## src/rtl/seq_detector_param.sv

```systemverilog
// Serial pattern detector with a runtime-programmable pattern and length.
// Registered one-cycle match pulse, saturating match counter and history fill level.
module seq_detector_param #(
    parameter int                 MAX_LEN = 8,
    parameter int                 CNT_W   = 8,
    parameter bit                 OVERLAP = 1'b1,
    parameter logic [MAX_LEN-1:0] PAT_RST = 8'h05,
    parameter int                 LEN_RST = 3,
    localparam int                LEN_W   = $clog2(MAX_LEN + 1)
) (
    input  logic               clk,
    input  logic               rst,
    input  logic               din_valid,
    input  logic               din,
    input  logic               cfg_load,
    input  logic [MAX_LEN-1:0] cfg_pattern,
    input  logic [LEN_W-1:0]   cfg_len,
    input  logic               clr_count,
    output logic               match,
    output logic [CNT_W-1:0]   match_count,
    output logic [LEN_W-1:0]   fill,
    output logic               cfg_err
);

    localparam logic [LEN_W-1:0] MAX_LEN_C = LEN_W'(MAX_LEN);
    localparam logic [LEN_W-1:0] LEN_RST_C = LEN_W'(LEN_RST);
    localparam logic [LEN_W:0]   FILL_ONE  = (LEN_W + 1)'(1);
    localparam logic [CNT_W-1:0] CNT_ONE   = CNT_W'(1);

    logic [MAX_LEN-1:0] pat_q, pat_d;
    logic [MAX_LEN-1:0] hist_q, hist_d;
    logic [LEN_W-1:0]   len_q, len_d;
    logic [LEN_W-1:0]   fill_q, fill_d;
    logic [CNT_W-1:0]   cnt_q, cnt_d;
    logic               match_q, match_d;
    logic               err_q, err_d;

    logic [MAX_LEN-1:0] new_hist;
    logic [MAX_LEN-1:0] mask;
    logic [LEN_W:0]     fill_inc;
    logic [CNT_W-1:0]   cnt_base;
    logic               accept;
    logic               cfg_ok;
    logic               hit;

    // Only the low len_q bits of the window take part in the compare.
    always_comb begin
        mask = '0;
        for (int i = 0; i < MAX_LEN; i++) begin
            mask[i] = (i < int'(len_q));
        end
    end

    always_comb begin
        accept   = din_valid && !cfg_load;
        cfg_ok   = (cfg_len != '0) && (cfg_len <= MAX_LEN_C);
        new_hist = {hist_q[MAX_LEN-2:0], din};
        fill_inc = {1'b0, fill_q} + FILL_ONE;
        hit      = accept
                && (fill_inc >= {1'b0, len_q})
                && (((new_hist ^ pat_q) & mask) == '0);
    end

    always_comb begin
        pat_d   = pat_q;
        len_d   = len_q;
        hist_d  = hist_q;
        fill_d  = fill_q;
        err_d   = 1'b0;
        match_d = hit;
        if (cfg_load) begin
            if (cfg_ok) begin
                pat_d  = cfg_pattern;
                len_d  = cfg_len;
                hist_d = '0;
                fill_d = '0;
            end else begin
                err_d = 1'b1;
            end
        end else if (din_valid) begin
            hist_d = new_hist;
            if (hit && !OVERLAP) begin
                fill_d = '0;
            end else if (fill_inc > {1'b0, len_q}) begin
                fill_d = len_q;
            end else begin
                fill_d = fill_inc[LEN_W-1:0];
            end
        end
    end

    // Clear applies first so a match on the clear edge still counts.
    always_comb begin
        cnt_base = clr_count ? '0 : cnt_q;
        cnt_d    = cnt_base;
        if (hit && (cnt_base != '1)) begin
            cnt_d = cnt_base + CNT_ONE;
        end
    end

    always_ff @(posedge clk or negedge rst) begin
        if (!rst) begin
            pat_q   <= PAT_RST;
            len_q   <= LEN_RST_C;
            hist_q  <= '0;
            fill_q  <= '0;
            cnt_q   <= '0;
            match_q <= 1'b0;
            err_q   <= 1'b0;
        end else begin
            pat_q   <= pat_d;
            len_q   <= len_d;
            hist_q  <= hist_d;
            fill_q  <= fill_d;
            cnt_q   <= cnt_d;
            match_q <= match_d;
            err_q   <= err_d;
        end
    end

    assign match       = match_q;
    assign match_count = cnt_q;
    assign fill        = fill_q;
    assign cfg_err     = err_q;

endmodule

```

## config.mk

```make
export PLATFORM = sky130hd
export DESIGN_NAME = seq_detector_param
export DESIGN_NICKNAME = d
export VERILOG_FILES = /design/src/rtl/seq_detector_param.sv
export SDC_FILE = /design/constraint.sdc
export NUM_CORES = 1
export LEC_CHECK = 0
export ABC_CLOCK_PERIOD_IN_PS = 4000
export CAP_MARGIN = 5
export CORE_MARGIN = 10
export CORE_UTILIZATION = 30
export DETAILED_ROUTE_END_ITERATION = 8
export GPL_TIMING_DRIVEN = 1
export PLACE_DENSITY = 0.48
export SYNTH_ARGS = -nofsm -noshare
export SYNTH_HDL_FRONTEND = slang
export SYNTH_SLANG_ARGS = --single-unit
export TNS_END_PERCENT = 10
```

## constraint.sdc

```tcl
create_clock -name clk -period 4 [get_ports clk]
set_clock_uncertainty 0.15 [all_clocks]
set_input_delay 0.4 -clock clk [delete_from_list [all_inputs] [get_ports clk]]
set_output_delay 0.4 -clock clk [all_outputs]
set_load 0.01 [all_outputs]
```

==> summary by stage, run 1 <==
Hold path
The path type of the worst min-delay path is input port to asynchronous set/reset pin.

Timing
The share of the clock period used by the worst path is between 60% and 70%. Setup repair after global routing left no endpoint under its margin. The final max-slew violation count came to 0. The minimum clock period after layout is 2.59 ns. The fmax is 387 MHz.

The worst path meets setup with 1.41 ns of slack. The final sum of negative setup slack is 0 ns. The tightest hold path in the finished design has a slack of around 0.36 ns. The final hold violation count is 0.

The total setup violations reported at the end of the flow is 0. At the pin with the least slew margin, the transition time is 0.717 ns. In this run the tightest slew margin relative to its limit is roughly 52%.

CTS
The clock slew seen by the registers of the worst setup and hold paths is 0.07 ns. The number of clock sinks seen by CTS is 33. The number of levels the H-tree was split into is 2. Counting the buffers created by CTS gives 5. In this run the deepest clock path goes through 2 buffers. The clock latency at the later pin of the worst-skew pair is 0.29 ns. The TritonCTS clock tree is built. Post-CTS repair changed the size of 0 cells. The tree is rooted in a clkbuf_8. The count of buffers added by post-CTS timing repair for setup is 0. After clock tree synthesis, the flow added hold-fix buffers numbering 0.

Synth
The synthesized design contains 33 register bits. In the synthesized netlist, the number of instances is 180. The sequential element share of the synthesized area is between 40 and 50%. The number of warnings issued by yosys is 0. The mapped netlist covers 1860 µm².

The unique cell type count in the Yosys netlist is 44. After synthesis, the share of flip-flops with an asynchronous set or reset is 100%. The net count after synthesis is 204.

In the synthesized netlist the dominant register cell turns out to be dfrtp_1. The number of enable flip-flop cells after synthesis is 0. After synthesis, the mean cell area works out to 10.3 µm².

Detailed routing
The routed layout has between 1000 and 1500 vias. The DRC violation count after routing is 0. The routed design has about 4.3 mm of wire.

The number of DRC markers in iteration 0 is 66. In the routed layout, each cell is associated on average with a via count of slightly below 5. Dividing the detail-routed wire length by the instance count gives about 15 µm. The remaining number of nets flagged by the antenna check after routing is 0. The first detailed-routing pass ran for 4 iterations.

Die
For this design the top-level I/O count stands at 32. The die is 98.8 µm wide. The floorplan core area is 5960 µm².

The floorplan has 28 rows. The die outline area is slightly below 10000 µm². The floorplan step set the die height to 98.8 µm.

Once the floorplan was initialized, standard cells occupied 31.3% of the core.

Placement
The post-placement cell area is about 2200 µm². The number of buffer cells added on primary ports is 31. The final weighted congestion of routability-driven global placement is 0.802.

The worst slack at placement is between 1 and 1.5 ns. The sum of net half-perimeters after detailed placement is about 3.3 mm. The number of cells after detailed placement is 281.

Layout
The number of nets in the layout is between 200 and 250. The finished layout holds 288 standard cells, fillers aside. The library cells used most frequently in the layout, excluding fill and tap cells, are clkdlybuf4s50_1 (31), dfrtp_1 (29), nand2_1 (17). The most common cell after layout, fill and taps aside is clkdlybuf4s50_1.

The number of filler instances in the final layout is 596. Of the cells placed in the final design, the portion with a size suffix greater than 1 is 14.1%. The number of antenna diodes in the final layout is 0.

Compared with the post-synthesis result, the final layout area differs by 25.9%. Once layout is complete, the utilization of the core stands at roughly 40%. The final cell area excluding filler cells is 2340 µm².

Global route
The total track usage is 9.03%. The wire length of the first global-routing pass is 7.31 mm. The number of global-route vias before repair is 1481. The maximum number of pins on one net before global-route repair is 34. The number of antenna violations at the first check in global routing was 0.

Global routing finished with a remaining overflow of 0.

Setup path
STA classifies the critical path endpoint as a register. By startpoint and endpoint, the worst setup path is classified as register to register. STA classifies the critical path startpoint as a register.

The worst path arrival time is 2.58 ns. The required time of the critical path is 3.99 ns. The highest net fanout along the worst path is 5.

Pwr
The total power divided by cell area is 483 nW/µm². IR analysis of the VDD net gives a maximum drop of 0.193 mV. The leakage power is roughly 1.0 nW.

The overall power consumption is 1.13 mW.

Job
Across the run, the number of max-cap violations was 0.

Outcome
The flow ran to the end, and the final reports show no timing, DRC or antenna violations.
final timing paths:
kind / slack [ns] / depth (start not counted) / from / endpoint
max in group asynchronous: 3.00 / 2 / rst / pat_q[0]
max: 1.41 / 8 / fill[0] / fill[2]
min reg2reg: 0.37 / 2 / hist_q[3] / hist_q[4]
min: 0.36 / 2 / rst / len_q[2]
min in group clk: 0.37 / 2 / hist_q[3] / hist_q[4]
max reg2reg: 1.41 / 8 / fill[0] / fill[2]
layout make-up:
class	instances	area (µm²)	share of cell area (%)
multi-input cells	134	967	41.3
inverters	6	22.5	0.961
clock inverters	2	35.0	1.49
clock buffers	5	68.8	2.94
well taps	75	93.8	4.00
flip-flops and latches	33	831	35.5
repair buffers	33	325	13.9
cells by family after synthesis:
kind of cell             synth area share (%)
AO/OA/AOI/OAI                            10.2
XOR/XNOR                                 7.53
adder cells (fa/ha/maj)                  4.03
buffers and inverters                    3.43
flip-flops                               44.6
multiplexers                             11.2
AND/OR/NAND/NOR                          19.0
flip-flops by register name, summed over array words and instances, names as in the netlist:
register / cells
cfg_err: 1
fill: 4
match: 1
pat_q: 8
match_count: 8
len_q: 4
hist_q: 7
where the power goes:
group / switching [mW] / internal, mW
registers: 0.0564 / 0.381
logic: 0.190 / 0.203
clock network: 0.119 / 0.181
cell usage after synthesis, drive strengths merged (5+ instances only):
cell	n	share of area (%)
nand2	17	3.4
ha	6	4.0
inv	6	1.2
xnor2	13	6.1
mux2i	5	2.7
a21oi	5	1.3
o21ai	7	1.9
nor2b	8	2.7
nand3	16	4.6
dfrtp	29	39
mux2	14	8.5
critical path: stages, from the launching register on:
cell and delay (ns):
dfrtp_1 0.43, ha_1 0.26, xor2_1 0.16, ha_1 0.30, and3_1 0.18, and2_1 0.15
o21ai_1 0.45, mux2i_1 0.27, o2bb2ai_1 0.08
routing by layer:
layer	global-route usage [%]	up-vias	wire length, µm
li1	-	710	-
met3	2.72	6	153
met4	4.41	0	82
met1	10.6	687	1930
met5	0	-	0
met2	14.6	21	2090
Note: power is estimated with default switching activity, not from simulation.
==> run 2: changes to the inputs <==
--- a/config.mk
+++ b/config.mk
@@ -5,7 +5,7 @@
 export SDC_FILE = /design/constraint.sdc
 export NUM_CORES = 1
 export LEC_CHECK = 0
-export ABC_CLOCK_PERIOD_IN_PS = 4000
+export ABC_CLOCK_PERIOD_IN_PS = 2600
 export CAP_MARGIN = 5
 export CORE_MARGIN = 10
 export CORE_UTILIZATION = 30
==> constraint.sdc (replaced) <==
create_clock -name clk -period 2.6 [get_ports clk]
set_clock_uncertainty 0.15 [all_clocks]
set_input_delay 0.26 -clock clk [delete_from_list [all_inputs] [get_ports clk]]
set_output_delay 0.26 -clock clk [all_outputs]
set_load 0.01 [all_outputs]
==> summary by stage, run 2 (synthesis gave the netlist of run 1 again) <==
Layout
The number of diodes is 0. The area growth from synthesis to layout is 30.2%. The top cell types in the final layout, fill and taps aside, are clkdlybuf4s50_1 (31), dfrtp_1 (29), nand2_1 (17). Leaving out fill and tap cells, the most frequent cell in the layout is clkdlybuf4s50_1.

Measured on the finished design, the core utilization comes to about two fifths. The number of filler instances in the final layout is ~600. The number of nets in the layout is about 250. The multi-input combinational cells in the finished layout cover a total of 977 µm². Cells with a size suffix above 1 make up 18.5% of the layout. Summing all flip-flop and latch instances after layout gives 831 µm².

Setup path
The slowest cell on the critical path is dfrtp_1. Along the worst path, the maximum fanout reaches 5. Traced cell by cell, the critical path runs through ha_1 > xor2_1 > ha_1 > a21o_1 > a21oi_1 > a211oi_2 > nand3_2 > mux2_2. The classification of the worst setup path is register to register. The worst setup path is captured at a register.

The worst path arrival time is 2.46 ns. The largest stage delay on the critical path is 0.43 ns. The most common cell type on the critical path is ha_1. The kind of cell adding the most delay to the critical path is adder cells. Together, buffers and inverters on the worst path number 0. The type of element launching the critical path is a register. STA puts the critical path data required time at 2.62 ns.

Timing
Setup repair after global routing left no endpoint under its margin. The fmax is 409 MHz. The share of the clock period used by the worst path is 93.9%. The final sum of negative setup slack is 0 ns. The minimum clock period after layout is 2.44 ns. The total setup violations reported at the end of the flow is 0. The final hold violation count is 0. The worst hold margin is 0.230 ns.

At the pin with the least slew margin, the transition time is around 0.54 ns. In this run the tightest slew margin relative to its limit is 63.4%. The final max-slew violation count is 0.

Global route
The number of antenna violations at the first check in global routing was 0. The number of global-route vias before repair came to 1533. Entering global routing, the biggest net connects 34 pins. The total track usage is about a tenth. The first global-routing pass estimated 7.49 mm of wire. The overall overflow remaining after global route is 0.

Pwr
Summed over all nets, the switching power comes to 0.592 mW. The internal power of the cells totals 1.21 mW. The leakage power is 1.04 nW. The share of power burned in registers is 36.0%.

The worst-case IR drop observed on VDD is between 0.3 and 0.4 mV. Dividing total power by cell area gives a power density of ~740 nW/µm². The share of total power consumed by net switching is 32.7%.

Of the total power, the clock network draws 26.9%. Of the total power, combinational logic draws 37.1%.

Die
32 I/O pins were placed. The x dimension of the die is 98.8 µm. The die covers 9760 µm².

The initial utilization of the core area, before any placement, comes to 31.3%. The initialized floorplan defines 28 standard-cell rows. The height of the chip is 98.8 µm.

The floorplan core area is 5960 µm².

Detailed routing
The mean number of vias per cell is 4.95. After detailed routing, the number of remaining DRC violations is 0. The first routing iteration left 62 violations. Once detail routing completed, the nets flagged for antenna violations numbered 0. The total vias in the final route is ~1500.

Dividing the detail-routed wire length by the instance count gives approximately 15 µm. The first-pass iteration count of the detailed router is 4. After detailed routing, the total wire length is ~4.4 mm.

CTS
For the worst-skew pair, the clock arrives at the later sink with an insertion delay of 0.28 ns. The clock root buffer is clkbuf_8. The count of buffers added by post-CTS timing repair for setup is 0. For this design, the CTS-stage hold fixing added 0 buffers. TritonCTS built the clock tree. The clock tree synthesis step divided the H-tree into 2 levels. The deepest clock path buffer count is 2. In this run, CTS created clock tree buffers numbering 5. The clock slew seen by the registers of the worst setup and hold paths is 0.07 ns.

Clock tree synthesis found a total of 33 sinks.

Hold path
The path type of the worst min-delay path is input port to asynchronous set/reset pin.

Job
Across the run, the number of max-cap violations was 0.

Placement
The final weighted congestion of routability-driven global placement is around 0.86. The number of buffer cells added on primary ports is 31. The sum of net half-perimeters after detailed placement is about 3.4 mm.

Outcome
The flow ran to the end, and the final reports show no timing, DRC or antenna violations.
## run 2: cell count changes in the layout (fill, tap and decap cells not counted), sizes merged
cell      before  now
clkinvlp       0    1
buf            2   10
## run 2: worst reg2reg max path, stage by stage (launching register included)
cell	delay (ns)
dfrtp_1	0.43
ha_1	0.26
xor2_1	0.16
ha_1	0.30
a21o_1	0.20
a21oi_1	0.22
a211oi_2	0.12
nand3_2	0.14
mux2_2	0.35
## run 2: final cells by class
class / instances / share of cell area, %
clock buffers: 5 / 2.84
clock inverters: 3 / 1.91
inverters: 6 / 0.929
multi-input cells: 134 / 40.3
flip-flops and latches: 33 / 34.3
well taps: 75 / 3.87
repair buffers: 41 / 15.9
## run 2: repair_timing
| item | 4_1_cts | 5_1_grt |
|---|---|---|
| gates resized for setup | 0 | 3 |
| endpoints found under the hold margin | 0 | 0 |
| endpoints found under the setup margin | 0 | 8 |
## run 2: metrics by stage
step                std cells  instance area [µm²]  setup slack (ns)  total power [mW]
floorplan                 180                 1860             0.218              1.10
CTS                       297                 2410            0.0409              1.82
global route              297                 2420           0.00443              1.95
detailed placement        289                 2300            0.0487              1.32
global placement          289                 2300             0.131              1.30
finish                    297                 2420             0.158              1.81
## run 2: power groups by stage
stage,clock network [mW],registers (mW),logic [mW]
6_report,0.485,0.651,0.670
5_1_grt,0.530,0.664,0.754
4_1_cts,0.507,0.652,0.664
3_5_place_dp,0,0.663,0.661
3_3_place_gp,0,0.658,0.645
2_1_floorplan,0,0.665,0.434
## run 2: worst paths after layout
| check | start | endpoint | slack [ns] | cells past startpoint |
|---|---|---|---|---|
| max reg2reg | fill[0] | match_count[4] | 0.16 | 8 |
| min in group clk | hist_q[5] | hist_q[6] | 0.37 | 2 |
| min | rst | cfg_err | 0.23 | 2 |
| max in group asynchronous | rst | pat_q[0] | 1.72 | 2 |
| min reg2reg | hist_q[5] | hist_q[6] | 0.37 | 2 |
| max | fill[0] | match_count[4] | 0.16 | 8 |
## run 2: routing by layer
metal  GRT usage, %  vias to the layer above  routed length, µm
met3           2.72                        4                146
li1               -                      722                  -
met5              0                        -                  0
met2           15.2                       25               2160
met4           4.85                        0                 76
met1           11.0                      718               2020
==> run 3: changes to the inputs <==
--- a/config.mk
+++ b/config.mk
@@ -5,13 +5,14 @@
 export SDC_FILE = /design/constraint.sdc
 export NUM_CORES = 1
 export LEC_CHECK = 0
-export ABC_CLOCK_PERIOD_IN_PS = 2600
 export CAP_MARGIN = 5
+export CELL_PAD_IN_SITES_DETAIL_PLACEMENT = 0
+export CELL_PAD_IN_SITES_GLOBAL_PLACEMENT = 1
 export CORE_MARGIN = 10
 export CORE_UTILIZATION = 30
 export DETAILED_ROUTE_END_ITERATION = 8
 export GPL_TIMING_DRIVEN = 1
-export PLACE_DENSITY = 0.48
+export PLACE_DENSITY = 0.59
 export SYNTH_ARGS = -nofsm -noshare
 export SYNTH_HDL_FRONTEND = slang
 export SYNTH_SLANG_ARGS = --single-unit
==> summary by stage, run 3 (synthesis gave the netlist of run 1 again) <==
Outcome
The flow ran to the end, and the final reports show no timing, DRC or antenna violations.

Setup path
Traced cell by cell, the critical path runs through ha_1 > xor2_1 > ha_1 > a21o_1 > a21oi_1 > a211oi_2 > nand3_2 > mux2_2. The type of element capturing the critical path is a register. The largest stage delay on the critical path is 0.43 ns.

Data on the critical path is required at its endpoint by 2.62 ns. Data arrives at the worst endpoint at 2.46 ns. Counting both buffers and inverters, the worst setup path holds a total of 0.

The kind of cell adding the most delay to the critical path is adder cells. The highest net fanout along the worst path is 5. In this design, the critical path's most frequently occurring cell is ha_1. The slowest cell on the critical path is dfrtp_1. The type of element launching the critical path is a register. The classification of the worst setup path is register to register.

Detailed routing
Summed over all layers, the routed wires come to 4.42 mm. In the routed design, unresolved DRC markers number 0. Across all layers, the routed design uses about 1500 vias. The mean number of vias per cell is 4.94. The remaining number of nets flagged by the antenna check after routing is 0. The detailed router finished its first iteration with 34 violations.

The average routed wire per standard cell is 14.9 µm. The first-pass iteration count of the detailed router is 4.

Layout
The number of diodes is 0. At the end of the flow, the number of nets in the layout was 245. The fraction of final layout cells sized beyond drive strength 1 is between 10% and 20%. The most common cell after layout, fill and taps aside is clkdlybuf4s50_1. The synthesis-to-layout area growth is 29.8%. In the layout the commonest cells are clkdlybuf4s50_1 (31), dfrtp_1 (29), nand2_1 (17). The final design utilization is 40.6%.

Timing
Adding up every negative setup slack in the final design gives 0 ns. On the final layout, the worst hold slack is between 0.2 and 0.25 ns. Setup repair after global routing left no endpoint under its margin. The final critical path takes up 93.9% of the cycle. Once routing completed, OpenROAD measured the worst setup slack at 0.158 ns.

The minimum clock period after layout is 2.44 ns. Static timing analysis puts the maximum clock frequency at just over 400 MHz. The final max-slew violation count was 0. The worst-margin pin slew is between 0.6 and 0.7 ns. The total setup violations reported at the end of the flow is 0.

The final hold violation count came to 0. The relative slew slack is 57.5%.

CTS
CTS built an H-tree with a depth of 2. The count of buffers added by post-CTS timing repair for setup is 0. The clock passes through at most 2 buffers. After clock tree synthesis, the clock-pin slew on the worst setup and hold paths is 0.07 ns. Clock tree synthesis selected as its root buffer the cell clkbuf_8. Buffers inserted to repair hold after CTS numbered 0. The clock latency at the later pin of the worst-skew pair is 0.28 ns. In this run, post-CTS repair resized a total of 0 instances. The TritonCTS clock tree is built. The number of clock sinks seen by CTS is 33. Counting the buffers created by CTS gives 5.

Global route
The overall overflow remaining after global route is 0. The number of global-route vias before repair is 1566. Entering global routing, the biggest net connects 34 pins.

The first global-routing pass estimated just under 8 mm of wire. Global routing used 9.32% of the available tracks. The number of antenna violations at the first check in global routing is 0.

Pwr
The overall power consumption is between 1.5 and 2 mW. Registers are responsible for 36.4% of the overall power. The cell-internal power is 1.21 mW. In this run switching power makes up 32.7% of total power. The clock network accounts for between 20% and 30% of the total power.

The peak supply drop is 0.436 mV. The share of total power in combinational logic is a little under two fifths. The analysis attributes to cell leakage a power of 1.04 nW. The switching power is around 0.59 mW. For this design the ratio of total power to cell area is 743 nW/µm².

Die
From bottom edge to top edge, the die measures 98.8 µm. The floorplan has 28 rows. The core region is 5960 µm². The number of top-level pins is 32. The effective utilization at floorplan is a little under a third.

The floorplan step set the die width to 98.8 µm. The die covers 9760 µm².

Hold path
The path type of the worst min-delay path is input port to asynchronous set/reset pin.

Placement
The worst slack at placement is 0.0233 ns. At the end of routability-driven placement, the weighted congestion stood at 0.797. The number of buffer cells added on primary ports is 31. The wire-length estimate of the detail-placed layout is 3.41 mm.

Job
The max-cap violation count is 0.
run 3: changes by cell type in the layout (fill, tap and decap cells not counted), sizes merged:
cell,previous run,this run
clkinvlp,1,0
run 3: power groups by stage:
stage / Clock [mW] / Combinational, mW / Sequential, mW
detailed placement: 0 / 0.662 / 0.665
floorplan: 0 / 0.434 / 0.665
finish: 0.462 / 0.680 / 0.653
global placement: 0 / 0.650 / 0.661
global route: 0.501 / 0.760 / 0.666
CTS: 0.478 / 0.666 / 0.656
run 3: final cells by class:
class	count	area, µm²
Clock inverter	2	35.0
Timing Repair Buffer	41	385
Tap cell	75	93.8
Inverter	6	22.5
Sequential cell	33	831
Clock buffer	5	68.8
Fill cell	613	3540
Multi-Input combinational cell	134	981
run 3: stage by stage:
| step | instances | instance area (µm²) |
|---|---|---|
| after detailed placement | 289 | 2300 |
| after CTS | 296 | 2400 |
| after global placement | 289 | 2300 |
| after global routing | 296 | 2420 |
| after floorplan | 180 | 1860 |
| final | 296 | 2420 |
run 3: path summary, 6_finish.rpt:
path	startpoint	end	slack [ns]	cells past startpoint
setup / recovery	fill[0]	match_count[4]	0.16	8
hold / removal	rst	hist_q[1]	0.24	2
setup reg to reg	fill[0]	match_count[4]	0.16	8
min in group clk	hist_q[3]	hist_q[4]	0.37	2
hold reg to reg	hist_q[3]	hist_q[4]	0.37	2
max in group asynchronous	rst	len_q[0]	1.72	2
run 3: routing by layer:
layer	vias up	share of wire [%]	global-route usage (%)
met5	-	0	0
met4	0	0.61	2.65
met3	2	3.9	2.93
li1	720	-	-
met1	722	46	11.2
met2	19	50	15.6
